<file path="config.mk">
export PLATFORM = sky130hd
export DESIGN_NAME = in_port_bank_flat
export DESIGN_NICKNAME = d
export VERILOG_FILES = /design/src/rtl/rat_io_pkg.sv /design/src/rtl/in_port_bank_if.sv /design/src/rtl/sync_2ff.sv /design/src/rtl/in_port_bank.sv /design/src/flat_wrapper.sv
export SDC_FILE = /design/constraint.sdc
export NUM_CORES = 1
export LEC_CHECK = 0
export BUFFER_PORTS_ARGS = -buffer_cell sky130_fd_sc_hd__clkbuf_2
export CAP_MARGIN = 5
export CORE_UTILIZATION = 45
export CTS_BUF_LIST = sky130_fd_sc_hd__clkbuf_8
export CTS_CLUSTER_SIZE = 20
export DETAILED_ROUTE_END_ITERATION = 7
export PLACE_DENSITY = 0.68
export SYNTH_ARGS = -nofsm -noshare
export SYNTH_HDL_FRONTEND = slang
export SYNTH_HIERARCHICAL = 1
export SYNTH_SLANG_ARGS = --single-unit
export TNS_END_PERCENT = 5
</file>
<file path="constraint.sdc">
create_clock -name CLK -period 17.04 [get_ports CLK]
set_input_delay 2.556 -clock CLK [delete_from_list [all_inputs] [get_ports CLK]]
set_output_delay 2.556 -clock CLK [all_outputs]
set_load 0.05 [all_outputs]
</file>
<file path="src/rtl/rat_io_pkg.sv">
// Shared constants and helpers for the 16-channel input port bank.
package rat_io_pkg;

    localparam int NUM_PORTS = 16;
    localparam int SEL_W     = 4;

    typedef logic [NUM_PORTS-1:0] port_vec_t;

    function automatic port_vec_t sel_onehot(input logic [SEL_W-1:0] sel, input logic en);
        port_vec_t v;
        v = {NUM_PORTS{1'b0}};
        if (en) begin
            v[sel] = 1'b1;
        end else begin
            v = {NUM_PORTS{1'b0}};
        end
        return v;
    endfunction

endpackage

</file>
<file path="src/rtl/in_port_bank_if.sv">
// CPU-side and pin-side bus of the input port bank.
interface in_port_bank_if
    import rat_io_pkg::*;
#(
    parameter int n = 8
);
    logic [NUM_PORTS*n-1:0] IN_BUS;
    logic [NUM_PORTS*n-1:0] Q_BUS;
    logic [SEL_W-1:0]       RD_SEL;
    logic                   RD_ACK;
    logic                   MASK_WE;
    logic [NUM_PORTS-1:0]   MASK_IN;
    logic [NUM_PORTS-1:0]   NEW_FLAGS;
    logic [NUM_PORTS-1:0]   OVR_FLAGS;
    logic                   IRQ;

    modport master (
        output IN_BUS, RD_SEL, RD_ACK, MASK_WE, MASK_IN,
        input  Q_BUS, NEW_FLAGS, OVR_FLAGS, IRQ
    );

    modport slave (
        input  IN_BUS, RD_SEL, RD_ACK, MASK_WE, MASK_IN,
        output Q_BUS, NEW_FLAGS, OVR_FLAGS, IRQ
    );
endinterface

</file>
<file path="src/rtl/sync_2ff.sv">
// Two-flop synchronizer for one n-bit asynchronous input channel.
module sync_2ff #(
    parameter int n = 8
) (
    input  logic         CLK,
    input  logic         RST,
    input  logic [n-1:0] D,
    output logic [n-1:0] Q
);
    logic [n-1:0] s1_r;
    logic [n-1:0] s2_r;

    // Metastability-settling flop pair
    always_ff @(posedge CLK or posedge RST) begin
        if (RST) begin
            s1_r <= {n{1'b0}};
            s2_r <= {n{1'b0}};
        end else begin
            s1_r <= D;
            s2_r <= s1_r;
        end
    end

    assign Q = s2_r;
endmodule

</file>
<file path="src/rtl/in_port_bank.sv">
// Synchronized 16-channel input bank with change-detect flags, overrun
// tracking and a masked, registered interrupt request.
module in_port_bank
    import rat_io_pkg::*;
#(
    parameter int n = 8
) (
    input logic           CLK,
    input logic           RST,
    in_port_bank_if.slave bus
);
    logic [n-1:0] s2_s     [NUM_PORTS];
    logic [n-1:0] q_r      [NUM_PORTS];
    logic [n-1:0] q_nxt_s  [NUM_PORTS];
    logic [NUM_PORTS*n-1:0] q_bus_s;

    port_vec_t chg_s;
    port_vec_t ack_s;
    port_vec_t new_r;
    port_vec_t new_nxt_s;
    port_vec_t ovr_r;
    port_vec_t ovr_nxt_s;
    port_vec_t mask_r;
    port_vec_t mask_nxt_s;
    logic      irq_r;
    logic      irq_nxt_s;

    for (genvar k = 0; k < NUM_PORTS; k++) begin : g_sync
        sync_2ff #(.n(n)) u_sync (
            .CLK (CLK),
            .RST (RST),
            .D   (bus.IN_BUS[k*n +: n]),
            .Q   (s2_s[k])
        );
    end

    // Next-state for captured values, flags, mask and interrupt
    always_comb begin
        ack_s      = sel_onehot(bus.RD_SEL, bus.RD_ACK);
        chg_s      = {NUM_PORTS{1'b0}};
        q_nxt_s    = q_r;
        new_nxt_s  = new_r;
        ovr_nxt_s  = ovr_r;
        for (int k = 0; k < NUM_PORTS; k++) begin
            chg_s[k] = (s2_s[k] != q_r[k]);
            // A change always sets the new flag, even when acked the same edge.
            if (chg_s[k]) begin
                q_nxt_s[k]   = s2_s[k];
                new_nxt_s[k] = 1'b1;
            end else if (ack_s[k]) begin
                new_nxt_s[k] = 1'b0;
            end else begin
                new_nxt_s[k] = new_r[k];
            end
            if (ack_s[k]) begin
                ovr_nxt_s[k] = 1'b0;
            end else if (chg_s[k] && new_r[k]) begin
                ovr_nxt_s[k] = 1'b1;
            end else begin
                ovr_nxt_s[k] = ovr_r[k];
            end
        end
        if (bus.MASK_WE) begin
            mask_nxt_s = bus.MASK_IN;
        end else begin
            mask_nxt_s = mask_r;
        end
        irq_nxt_s = |(new_nxt_s & mask_nxt_s);
    end

    // State registers
    always_ff @(posedge CLK or posedge RST) begin
        if (RST) begin
            for (int k = 0; k < NUM_PORTS; k++) begin
                q_r[k] <= {n{1'b0}};
            end
            new_r  <= {NUM_PORTS{1'b0}};
            ovr_r  <= {NUM_PORTS{1'b0}};
            mask_r <= {NUM_PORTS{1'b0}};
            irq_r  <= 1'b0;
        end else begin
            q_r    <= q_nxt_s;
            new_r  <= new_nxt_s;
            ovr_r  <= ovr_nxt_s;
            mask_r <= mask_nxt_s;
            irq_r  <= irq_nxt_s;
        end
    end

    // Pack captured channels onto the mux-facing bus
    always_comb begin
        q_bus_s = {(NUM_PORTS*n){1'b0}};
        for (int k = 0; k < NUM_PORTS; k++) begin
            q_bus_s[k*n +: n] = q_r[k];
        end
    end

    assign bus.Q_BUS     = q_bus_s;
    assign bus.NEW_FLAGS = new_r;
    assign bus.OVR_FLAGS = ovr_r;
    assign bus.IRQ       = irq_r;
endmodule

</file>
<file path="src/flat_wrapper.sv">
// flat-port wrapper written by rule: the top's interface ports become plain ports
module in_port_bank_flat import rat_io_pkg::*;
#(
    parameter int n = 8
)
  (CLK, RST, bus_IN_BUS, bus_RD_SEL, bus_RD_ACK, bus_MASK_WE, bus_MASK_IN, bus_Q_BUS, bus_NEW_FLAGS, bus_OVR_FLAGS, bus_IRQ);
  in_port_bank_if #(.n(n)) bus_i ();
  input logic CLK;
  input logic RST;
  input wire logic [$bits(bus_i.IN_BUS)-1:0] bus_IN_BUS;
  input wire logic [$bits(bus_i.RD_SEL)-1:0] bus_RD_SEL;
  input wire logic [$bits(bus_i.RD_ACK)-1:0] bus_RD_ACK;
  input wire logic [$bits(bus_i.MASK_WE)-1:0] bus_MASK_WE;
  input wire logic [$bits(bus_i.MASK_IN)-1:0] bus_MASK_IN;
  output wire logic [$bits(bus_i.Q_BUS)-1:0] bus_Q_BUS;
  output wire logic [$bits(bus_i.NEW_FLAGS)-1:0] bus_NEW_FLAGS;
  output wire logic [$bits(bus_i.OVR_FLAGS)-1:0] bus_OVR_FLAGS;
  output wire logic [$bits(bus_i.IRQ)-1:0] bus_IRQ;
  assign bus_i.IN_BUS = bus_IN_BUS;
  assign bus_i.RD_SEL = bus_RD_SEL;
  assign bus_i.RD_ACK = bus_RD_ACK;
  assign bus_i.MASK_WE = bus_MASK_WE;
  assign bus_i.MASK_IN = bus_MASK_IN;
  assign bus_Q_BUS = bus_i.Q_BUS;
  assign bus_NEW_FLAGS = bus_i.NEW_FLAGS;
  assign bus_OVR_FLAGS = bus_i.OVR_FLAGS;
  assign bus_IRQ = bus_i.IRQ;
  in_port_bank #(.n(n)) u_core (.CLK(CLK), .RST(RST), .bus(bus_i));
endmodule
</file>
==> results.txt <==
----------------------------------------------------
[Logic synthesis]
  Number of flops mapped to enable cells by yosys ... 0
  Main synth FF type ... sky130_fd_sc_hd__dfrtp_1
  Leading area contributor after synthesis ... sky130_fd_sc_hd__dfrtp_1
  Cell types with the largest area share after synthesis ... sky130_fd_sc_hd__dfrtp_1, sky130_fd_sc_hd__xor2_1, sky130_fd_sc_hd__clkbuf_1, sky130_fd_sc_hd__nor4_1, sky130_fd_sc_hd__a21oi_1
  Synth Warn # ... 6
  Cell area after synthesis ... ~0.014 mm^2
  Average instance area after synthesis ... roughly 15 um^2
  Netlist cell types ... 33
  Yosys reg bits ... roughly 430
  Fraction of the yosys area taken by sequential cells ... 79.2%
  Cells after synthesis ... between 800 and 900
  Share of Yosys cell area claimed by the top area cell type ... approximately 80%
  Post-synth net total ... about 1,000
  Async set-or-reset flop fraction in the synthesized netlist ... 100%

[Setup path]
  Arrival time at the worst endpoint ... 1.33 ns
  Cells on worst reg2reg path ... 5
  Worst-path cell with the longest stage delay ... sky130_fd_sc_hd__dfrtp_1
  Critical path's top delay family ... flip-flops
  Req. time, crit path ... 14.48 ns
  Critical Path Source Type ... flip-flop
  Number of buffers and inverters on the critical path ... 1
  Delay contributed by the slowest stage of the critical path ... roughly 0.46 ns
  Maximum fanout along the worst path ... 3
  Cell-by-cell trace of the critical path ... clkbuf_2
  Crit end category ... primary output
  Depth of the critical timing path with buffers and inverters included ... 1
  CP Class ... reg -> out

[Clock network]
  Clk pin slew, worst setup/hold paths ... approximately 0.06 ns
  Post-CTS setup buffers ... 0
  Clock tree from TritonCTS ... done
  Maximum clock path buffer count ... 3
  Source-to-sink clock delay at the later pin of the worst-skew pair ... around 0.56 ns
  Clock net sink count ... between 400 and 500
  Root cell of the clock tree ... sky130_fd_sc_hd__clkbuf_8
  Maximum level of the CTS H-tree ... 3
  Count of hold-fix buffers inserted at cts ... 0
  Number of buffers created by CTS ... around 70
  Number of gates resized after cts ... 0

[Timing]
  Fmax ... 257 MHz
  Fraction of the cycle the final worst path needs ... a little under a quarter
  Final hold violations ... 0
  Clk_skew ... between 0.02 and 0.025 ns
  Unrepaired setup endpoints after global routing ... false
  Slew headroom ... a little over a third
  Summed negative setup slack over all endpoints ... 0 ns
  Max-slew violation count ... 0
  Time the worst path needs with I/O delays and setup ... 3.89 ns
  Least-Margin Pin Slew ... just under 1 ns
  Final number of setup-violating endpoints ... 0

[Power and ir drop]
  Power density over cell area ... roughly 130 mW/mm^2
  Worst IR Drop VDD ... about 0.000074 V
  Static leakage ... ~8 nW

[Route]
  Vias ... between 7,000 and 8,000
  DRC marker count from the first detailed-route iteration ... ~360
  Total wire length after detailed routing ... around 29,000 um
  Avg Vias per Cell ... roughly 4.6
  Residual antenna-violating net count after detailed routing ... 0
  Routed WL per cell ... ~18 um
  Drt first pass iters ... 4
  DRC violation count after routing ... 0

[Finish]
  Layout-stage area growth over the synthesis result ... 21.6%
  Number of fill cells in the layout ... approximately 2,500
  Fraction of layout cells with a size suffix above 1 ... 37.0%
  Layout Utilization ... ~56%
  Design Area, Final ... between 0.015 and 0.02 mm^2
  Area of the multi-input gates ... around 0.0022 mm^2
  Sequential Area ... about 0.011 mm^2
  Layout Nets ... ~1,300

[Worst hold path]
  Tightest Hold Check Type ... reg -> reg
  Hold Crit Depth ... 0

[Floorplanning]
  Area of the placeable core ... 0.0298 mm^2
  Die outline area ... 0.0311 mm^2
  Starting density of the core ... 45.9%
  Count of boundary I/O pins ... ~310
  Number of core rows ... 63
  Chip Height ... around 180 um
  Overall die width ... about 180 um

[GRT]
  First-pass GRT wire length ... between 40,000 and 50,000 um
  Pin count of the biggest net entering global routing ... 105
  Initial antenna violation count ... 4
  Via count of the first global-routing pass ... slightly below 8,000
  Total track usage ... a little under a fifth
  Remaining global-route overflow ... 0

[Run]
  Maximum capacitance violations ... 0

[Status]
  Status ... finished clean

[Placement]
  # port buffers ... approximately 310
  Placed Instance Area ... about 0.015 mm^2
  Global placer's final weighted congestion ... 0.759
  Post-detail-place hpwl ... 21,200 um

----------------------------------------------------
through the flow:
| step | instances | power (mW) | setup slack [ns] | hold slack, ns |
|---|---|---|---|---|
| floorplan | 884 | 1.24 | 9.68 | 0.331 |
| finish | 1579 | 2.13 | 13.15 | 0.338 |
| CTS | 1575 | 2.17 | 13.11 | 0.339 |
| global route | 1577 | 2.23 | 12.92 | 0.340 |
| detailed placement | 1458 | 1.29 | 12.50 | 0.335 |
| global placement | 1458 | 1.29 | 12.55 | 0.332 |
power by group:
group	internal, mW	total, mW	switching (mW)	leakage [nW]
Clock	0.484	0.865	0.381	0.780
Sequential	1.08	1.11	0.0273	4.95
Combinational	0.0434	0.162	0.119	2.23
worst register-to-register path, stage by stage (launching register included):
cell and delay (ns):
sky130_fd_sc_hd__dfrtp_1 0.39, sky130_fd_sc_hd__xor2_1 0.17, sky130_fd_sc_hd__nor4_1 0.75, sky130_fd_sc_hd__a31oi_1 0.17
sky130_fd_sc_hd__a2111oi_1 0.51, sky130_fd_sc_hd__nand4_1 0.14
final cells by class:
type                    instances  share of cell area, %
diodes                          4                 0.0602
clock buffers                  89                   7.37
clock inverters                28                  0.956
inverters                      29                  0.700
multi-input cells             290                   13.3
flip-flops and latches        433                   65.2
well taps                     390                   2.93
repair buffers                316                   9.57
per-layer routing:
layer | track usage, % | vias up | part of all wire, %
met3 | 6.20 | 61 | 7.2
met4 | 7.69 | 2 | 2.8
li1 | - | 3291 | -
met5 | 0 | - | 0.045
met2 | 30.2 | 263 | 49
met1 | 24.0 | 3636 | 41
kinds of logic after synthesis:
group	Yosys count	synth area share [%]
buf+inv	161	4.66
compound gates	64	2.79
xor+xnor	128	8.31
simple gates	82	3.81
flops	433	79.2
mux	16	1.21
Yosys cell counts, types with 3 or more instances:
master                     count
sky130_fd_sc_hd__a21oi_1      28
sky130_fd_sc_hd__a31oi_1      16
sky130_fd_sc_hd__clkbuf_1    128
sky130_fd_sc_hd__dfrtp_1     433
sky130_fd_sc_hd__inv_1        29
sky130_fd_sc_hd__mux2_2        4
sky130_fd_sc_hd__mux2i_1      12
sky130_fd_sc_hd__nand2_1      19
sky130_fd_sc_hd__nand3_1      16
sky130_fd_sc_hd__nor2_1        3
sky130_fd_sc_hd__nor4_1       27
sky130_fd_sc_hd__nor4_4        4
sky130_fd_sc_hd__o21ai_0      11
sky130_fd_sc_hd__o21ai_2       3
sky130_fd_sc_hd__xor2_1      126
path summary, 6_finish.rpt:
path	from	end	slack [ns]
setup / recovery	u_core/bus.NEW_FLAGS[5]	bus_NEW_FLAGS[5]	13.15
hold / removal	u_core/g_sync[2].u_sync/s1_r[0]	u_core/g_sync[2].u_sync/Q[0]	0.34
setup reg to reg	u_core/bus.Q_BUS[20]	u_core/bus.IRQ	14.77
hold reg to reg	u_core/g_sync[2].u_sync/s1_r[0]	u_core/g_sync[2].u_sync/Q[0]	0.34
max in group asynchronous	RST	u_core/bus.Q_BUS[22]	13.21
min in group asynchronous	RST	u_core/g_sync[15].u_sync/s1_r[1]	2.30
sequential cells by signal, indices dropped and copies added, names as in the netlist:
signal                     flops
u_core/bus.OVR_FLAGS          16
u_core/g_sync.u_sync/Q       128
u_core/mask_r                 16
u_core/bus.NEW_FLAGS          16
u_core/bus.Q_BUS             128
u_core/bus.IRQ                 1
u_core/g_sync.u_sync/s1_r    128
placed cells by master (no fill, tap or decap):
cell type / instances
sky130_fd_sc_hd__a2111oi_1: 2
sky130_fd_sc_hd__or3b_4: 1
sky130_fd_sc_hd__a2111oi_2: 2
sky130_fd_sc_hd__and3_2: 1
sky130_fd_sc_hd__or2_4: 1
sky130_fd_sc_hd__clkbuf_8: 89
sky130_fd_sc_hd__clkbuf_2: 312
sky130_fd_sc_hd__inv_1: 44
sky130_fd_sc_hd__nor3b_1: 1
sky130_fd_sc_hd__nand2b_1: 2
sky130_fd_sc_hd__inv_8: 1
sky130_fd_sc_hd__nand3_1: 16
sky130_fd_sc_hd__nor4_4: 4
sky130_fd_sc_hd__nand4_1: 1
sky130_fd_sc_hd__nor2_1: 3
sky130_fd_sc_hd__nand2_1: 19
sky130_fd_sc_hd__inv_6: 3
sky130_fd_sc_hd__bufinv_16: 1
sky130_fd_sc_hd__a21oi_1: 28
sky130_fd_sc_hd__o21ai_2: 3
sky130_fd_sc_hd__a31oi_1: 16
sky130_fd_sc_hd__nand3b_1: 2
sky130_fd_sc_hd__nor4_1: 27
sky130_fd_sc_hd__nor4_2: 1
sky130_fd_sc_hd__dfrtp_1: 433
sky130_fd_sc_hd__xor2_2: 2
sky130_fd_sc_hd__nand3_2: 1
sky130_fd_sc_hd__o21ai_0: 11
sky130_fd_sc_hd__mux2i_1: 12
sky130_fd_sc_hd__nor2b_1: 2
sky130_fd_sc_hd__buf_4: 4
sky130_fd_sc_hd__xor2_1: 126
sky130_fd_sc_hd__o21ai_1: 2
sky130_fd_sc_hd__diode_2: 4
sky130_fd_sc_hd__clkinv_2: 7
sky130_fd_sc_hd__mux2_2: 4
sky130_fd_sc_hd__clkinvlp_4: 1
No activity file was read; power rests on OpenSTA's default activity.
